**config.mk**
```make
export PLATFORM = sky130hd
export DESIGN_NAME = id_ex_stage
export DESIGN_NICKNAME = d
export VERILOG_FILES = /design/src/rtl/id_ex_stage_pkg.sv /design/src/rtl/id_ex_stage_hazard_detect.sv /design/src/rtl/id_ex_stage.sv
export SDC_FILE = /design/constraint.sdc
export NUM_CORES = 1
export LEC_CHECK = 0
export BUFFER_PORTS_ARGS = -buffer_cell sky130_fd_sc_hd__buf_2
export CORE_AREA = 2 2 136 138
export CTS_BUF_LIST = sky130_fd_sc_hd__clkbuf_2 sky130_fd_sc_hd__clkbuf_4 sky130_fd_sc_hd__clkbuf_8
export DETAILED_ROUTE_END_ITERATION = 16
export DIE_AREA = 0 0 138 140
export GPL_ROUTABILITY_DRIVEN = 1
export SYNTH_ARGS = -nofsm -noshare
export SYNTH_HDL_FRONTEND = slang
export SYNTH_HIERARCHICAL = 1
export SYNTH_SLANG_ARGS = --single-unit
```
**constraint.sdc**
```tcl
create_clock -name clk -period 6.5 [get_ports clk]
set_input_delay 0.975 -clock clk [delete_from_list [all_inputs] [get_ports clk]]
set_output_delay 0.975 -clock clk [all_outputs]
set_load 0.05 [all_outputs]
```
**src/rtl/id_ex_stage_pkg.sv**
```systemverilog
// id_ex_stage_pkg: shared control bundle, FSM states and hazard constants for the ID/EX stage
package id_ex_stage_pkg;
  localparam logic [4:0] ECALL_ARG_REG = 5'd17;
  typedef enum logic {RUN, HOLD} state_t;
  typedef struct packed {
    logic       reg_write;
    logic       mem_read;
    logic       mem_write;
    logic       mem_to_reg;
    logic       alu_src;
    logic       is_branch;
    logic       is_ecall;
    logic [3:0] alu_op;
  } ctrl_t;
  localparam ctrl_t CTRL_BUBBLE = '0;
endpackage

```
**src/rtl/id_ex_stage_hazard_detect.sv**
```systemverilog
// hazard_detect: combinational load-use and ecall-on-x17 hazard detection
module hazard_detect
  import id_ex_stage_pkg::*;
(
  input  logic [4:0] id_rs1,
  input  logic [4:0] id_rs2,
  input  logic       id_use_rs1,
  input  logic       id_use_rs2,
  input  logic       id_is_ecall,
  input  logic [4:0] ex_rd,
  input  logic       ex_mem_read,
  input  logic       ex_reg_write,
  output logic       lu,
  output logic       ec,
  output logic       ec_load
);
  assign lu = ex_mem_read && ex_rd != 5'd0 &&
              ((id_use_rs1 && id_rs1 == ex_rd) || (id_use_rs2 && id_rs2 == ex_rd));
  assign ec = id_is_ecall && ex_reg_write && ex_rd == ECALL_ARG_REG;
  assign ec_load = ec && ex_mem_read;
endmodule

```
**src/rtl/id_ex_stage.sv**
```systemverilog
// id_ex_stage: ID/EX pipeline register with hazard stall FSM and saturating bubble counter
module id_ex_stage
  import id_ex_stage_pkg::*;
#(
  parameter int XLEN = 32
) (
  input  logic            clk,
  input  logic            reset,
  input  logic [XLEN-1:0] id_pc,
  input  logic [4:0]      id_rs1,
  input  logic [4:0]      id_rs2,
  input  logic [4:0]      id_rd,
  input  logic [XLEN-1:0] id_rs1_data,
  input  logic [XLEN-1:0] id_rs2_data,
  input  logic [XLEN-1:0] id_imm,
  input  logic            id_use_rs1,
  input  logic            id_use_rs2,
  input  logic            id_reg_write,
  input  logic            id_mem_read,
  input  logic            id_mem_write,
  input  logic            id_mem_to_reg,
  input  logic            id_alu_src,
  input  logic            id_is_branch,
  input  logic            id_is_ecall,
  input  logic [3:0]      id_alu_op,
  input  logic            flush,
  output logic [XLEN-1:0] id_ex_pc,
  output logic [4:0]      id_ex_rs1,
  output logic [4:0]      id_ex_rs2,
  output logic [4:0]      id_ex_rd,
  output logic [XLEN-1:0] id_ex_rs1_data,
  output logic [XLEN-1:0] id_ex_rs2_data,
  output logic [XLEN-1:0] id_ex_imm,
  output logic            id_ex_reg_write,
  output logic            id_ex_mem_read,
  output logic            id_ex_mem_write,
  output logic            id_ex_mem_to_reg,
  output logic            id_ex_alu_src,
  output logic            id_ex_is_branch,
  output logic            id_ex_is_ecall,
  output logic [3:0]      id_ex_alu_op,
  output logic            pc_write,
  output logic            if_id_write,
  output logic [31:0]     bubble_count
);
  ctrl_t  id_ctrl, ex_ctrl;
  state_t state;
  logic   hold_cnt, lu, ec, ec_load, stall, bubble;
  hazard_detect u_hazard (
    .id_rs1       (id_rs1),
    .id_rs2       (id_rs2),
    .id_use_rs1   (id_use_rs1),
    .id_use_rs2   (id_use_rs2),
    .id_is_ecall  (id_is_ecall),
    .ex_rd        (id_ex_rd),
    .ex_mem_read  (id_ex_mem_read),
    .ex_reg_write (id_ex_reg_write),
    .lu           (lu),
    .ec           (ec),
    .ec_load      (ec_load)
  );
  assign id_ctrl = '{reg_write: id_reg_write, mem_read: id_mem_read, mem_write: id_mem_write,
                     mem_to_reg: id_mem_to_reg, alu_src: id_alu_src, is_branch: id_is_branch,
                     is_ecall: id_is_ecall, alu_op: id_alu_op};
  assign id_ex_reg_write  = ex_ctrl.reg_write;
  assign id_ex_mem_read   = ex_ctrl.mem_read;
  assign id_ex_mem_write  = ex_ctrl.mem_write;
  assign id_ex_mem_to_reg = ex_ctrl.mem_to_reg;
  assign id_ex_alu_src    = ex_ctrl.alu_src;
  assign id_ex_is_branch  = ex_ctrl.is_branch;
  assign id_ex_is_ecall   = ex_ctrl.is_ecall;
  assign id_ex_alu_op     = ex_ctrl.alu_op;
  // reset gating keeps the front end enabled before the ID/EX register is known
  assign stall       = !reset && !flush && (state == HOLD || lu || ec);
  assign bubble      = flush || stall;
  assign pc_write    = !stall;
  assign if_id_write = !stall;
  always_ff @(posedge clk) begin
    if (reset) begin
      ex_ctrl        <= CTRL_BUBBLE;
      id_ex_pc       <= '0;
      id_ex_rs1      <= '0;
      id_ex_rs2      <= '0;
      id_ex_rd       <= '0;
      id_ex_rs1_data <= '0;
      id_ex_rs2_data <= '0;
      id_ex_imm      <= '0;
      state          <= RUN;
      hold_cnt       <= 1'b0;
      bubble_count   <= '0;
    end else begin
      ex_ctrl        <= bubble ? CTRL_BUBBLE : id_ctrl;
      id_ex_pc       <= bubble ? '0 : id_pc;
      id_ex_rs1      <= bubble ? '0 : id_rs1;
      id_ex_rs2      <= bubble ? '0 : id_rs2;
      id_ex_rd       <= bubble ? '0 : id_rd;
      id_ex_rs1_data <= bubble ? '0 : id_rs1_data;
      id_ex_rs2_data <= bubble ? '0 : id_rs2_data;
      id_ex_imm      <= bubble ? '0 : id_imm;
      if (bubble && !(&bubble_count)) bubble_count <= bubble_count + 32'd1;
      if (flush) state <= RUN;
      else if (state == RUN && ec_load) begin
        state    <= HOLD;
        hold_cnt <= 1'b0;
      end else if (state == HOLD) begin
        state    <= hold_cnt ? HOLD : RUN;
        hold_cnt <= hold_cnt ? hold_cnt - 1'b1 : 1'b0;
      end
    end
  end
endmodule

```
==> impl_metrics.csv <==
group,metric,value,unit
status,status,"completed",
final_layout,final_common_cell,"buf_2",
worst_setup_path,crit_type,"in2out",
clock_tree,clock_latency,0.45,ns
synth,yosysSeqAreaShare,63.1,%
timing,tightest_slew,0.837,ns
worst_setup_path,rr_endpoint,"bubble_count[28]",
worst_setup_path,cp_max_fo,3,
clock_tree,clk_path_buf_depth,2,
floorplanning,core_area,17800,um^2
final_layout,utilization,46.5,%
worst_setup_path,r2r_slack,3.49,ns
floorplanning,die_y,140,um
synth,syn_area_per_cell,10.7,um^2
flow_run,max_cap_violations,0,
final_layout,stdcell_area,8270,um^2
clock_tree,cts.clk_slew.worst_paths,0.09,ns
floorplanning,io_pins,347,
grt,grt_max_degree,111,
place,place_hpwl,12900,um
clock_tree,cts-buffers-inserted,17,
clock_tree,cts.sink_count,187,
floorplanning,fp.dieW,138,um
worst_setup_path,worstPathArrival,2.54,ns
timing,timing.fmax,284,MHz
timing,finalClockSkew,0.0181,ns
grt,globalRouteTotalUtil,17.1,%
timing,finalSetupTns,0,ns
worst_setup_path,cp_slowest_cell,"nor4_2",
place,gp_congestion,0.779,
detailed_routing,drc_errors,0,
clock_tree,ctsHoldBuffers,0,
clock_tree,cts_max_level,4,
synth,synthArstFlopShare,0,%
grt,grt_antenna_before_repair,1,
detailed_routing,drtPass1Iterations,4,
detailed_routing,drtIter0Drc,208,
clock_tree,cts-root-buf,"clkbuf_8",
worst_setup_path,reg2reg_from,"id_ex_rd[1]",
synth,postSynthCellCount,552,
detailed_routing,routed_wl,17000,um
final_layout,nets,1056,
grt,grt.overflow.total,0,
synth,netlist_area,5930,um^2
worst_setup_path,cp-endpoint,"if_id_write",
synth,ys_ff_latch,187,
synth,synth_edf_count,0,
synth,yosys_warnings,6,
worst_setup_path,startpoint,"id_rs2[1]",
detailed_routing,routed-via-count,4942,
synth,synth_cell_type_count,40,
final_layout,final_cell_mix,"buf_2, dfxtp_1, and2_1, a21oi_1, or3_1",
detailed_routing,ant_nets,0,
worst_setup_path,cp-end-kind,"output port",
timing,finalHoldViolCount,0,
worst_setup_path,startpoint_type,"input port",
timing,rsz0062_at_grt,"no",
synth,ys.flop_type,"dfxtp_1",
timing,setup_violations,0,
floorplanning,start_util,33.4,%
power_and_ir_drop,vdd.ir_drop.worst,145,uV
clock_tree,cts_tree,"done",
detailed_routing,wire_per_inst,14.9,um
timing,drv_slew,0,
clock_tree,ctsResizeCount,0,
timing,min_period,3.52,ns
worst_setup_path,r2r_cells,9,
place,portBuffers,346,
final_layout,synthToLayoutAreaGrowth,39.3,%
hold_path,min_path_type,"reg2reg",
floorplanning,row_count,49,
final_layout,drive_gt1_share,43.3,%
power_and_ir_drop,power_density,270,nW/um^2
worst_setup_path,worstPathCellList,"buf_2 -> xor2_1 -> nor4_2 -> nand3_1 -> a21oi_1 -> or3_1 -> nand3_1 -> buf_2",
timing,post-route-period-util,54.1,%
worst_setup_path,cp.required,5.52,ns
timing,relSlewSlack,44.2,%
synth,synth_fp_nets,712,
grt,grt_pass1_vias,4719,
power_and_ir_drop,p_leak,0.00404,uW
clock_tree,postCtsSetupBuffers,0,
worst_setup_path,slowest_delay,0.36,ns
place,placed_area,7870,um^2
detailed_routing,vias_per_cell,4.34,
floorplanning,die_area,19300,um^2
grt,grt_pass1_wl,25800,um
==> layout make-up <==
cell class	count	area, um^2
Fill cell	1769	9510
Sequential cell	187	3740
Multi-Input combinational cell	334	2070
Timing Repair Buffer	348	1750
Tap cell	229	287
Clock buffer	18	241
Clock inverter	14	149
Inverter	8	30.0
Antenna cell	1	2.50
==> report_power, final <==
part	leakage (uW)	switching [uW]	internal, uW
Clock	0.000200	461	293
Combinational	0.00231	201	83.7
Sequential	0.00153	12.7	1180
Total	0.00404	674	1560
==> worst min path at each step <==
stage / startpoint / end / slack, ns / cells past startpoint
after CTS: state / state / 0.46 / 1
final: state / state / 0.45 / 1
after detailed placement: state / state / 0.44 / 1
after global routing: state / state / 0.50 / 1
after global placement: state / state / 0.43 / 1
after floorplan: state / state / 0.41 / 1
==> through the flow <==
| stage | power [uW] | hold WS [ns] | instances | worst slack (ns) |
|---|---|---|---|---|
| CTS | 2270 | 0.457 | 1138 | 2.91 |
| global route | 2330 | 0.501 | 1138 | 2.73 |
| global placement | 1510 | 0.432 | 1106 | 2.81 |
| floorplan | 1410 | 0.415 | 552 | 2.92 |
| finish | 2240 | 0.454 | 1139 | 2.98 |
| detailed placement | 1510 | 0.442 | 1106 | 2.77 |
==> critical path, delay by kind of cell <==
| kind | cells | cell delay [ns] |
|---|---|---|
| AOI/OAI and AO/OA | 1 | 0.21 |
| xor gates and xnor gates | 1 | 0.14 |
| buffers and inverters | 2 | 0.35 |
| and+or+nand+nor | 4 | 0.85 |
==> cell families (layout without fill, tap and decap cells) <==
family,after synthesis,in the layout,synth area share (%)
AND/OR/NAND/NOR,257,257,26.3
flip-flops,187,187,63.1
AO/OA/AOI/OAI,60,60,5.71
buffers and inverters,31,388,2.17
XOR/XNOR,12,12,1.77
multiplexers,4,4,0.738
adder cells (fa/ha/maj),1,1,0.211
other,0,1,0
==> layer usage <==
metal | wire, um | GRT usage (%) | vias up | part of all wire (%)
met1 | 6880 | 20.1 | 2224 | 41
met2 | 8660 | 29.4 | 185 | 51
met3 | 1270 | 5.91 | 12 | 7.5
li1 | - | - | 2521 | -
met4 | 177 | 5.16 | 0 | 1.0
met5 | 0 | 0 | - | 0
==> cell usage after synthesis (all sizes together), types with 3 or more instances <==
library cell,count,area (um^2)
nor2,13,51.3
or3,23,145
o31ai,6,45.0
nor4,10,68.8
dfxtp,187,3740
a21oi,28,140
nand3,16,80.1
xnor2,3,26.3
xor2,9,78.8
nand4,11,75.1
mux2,3,33.8
buf,3,23.8
and2,155,970
or4,6,46.3
o21ai,19,95.1
nand2,12,45.0
inv,8,30.0
clkbuf,20,75.1
(Power assumes the default switching activity.)
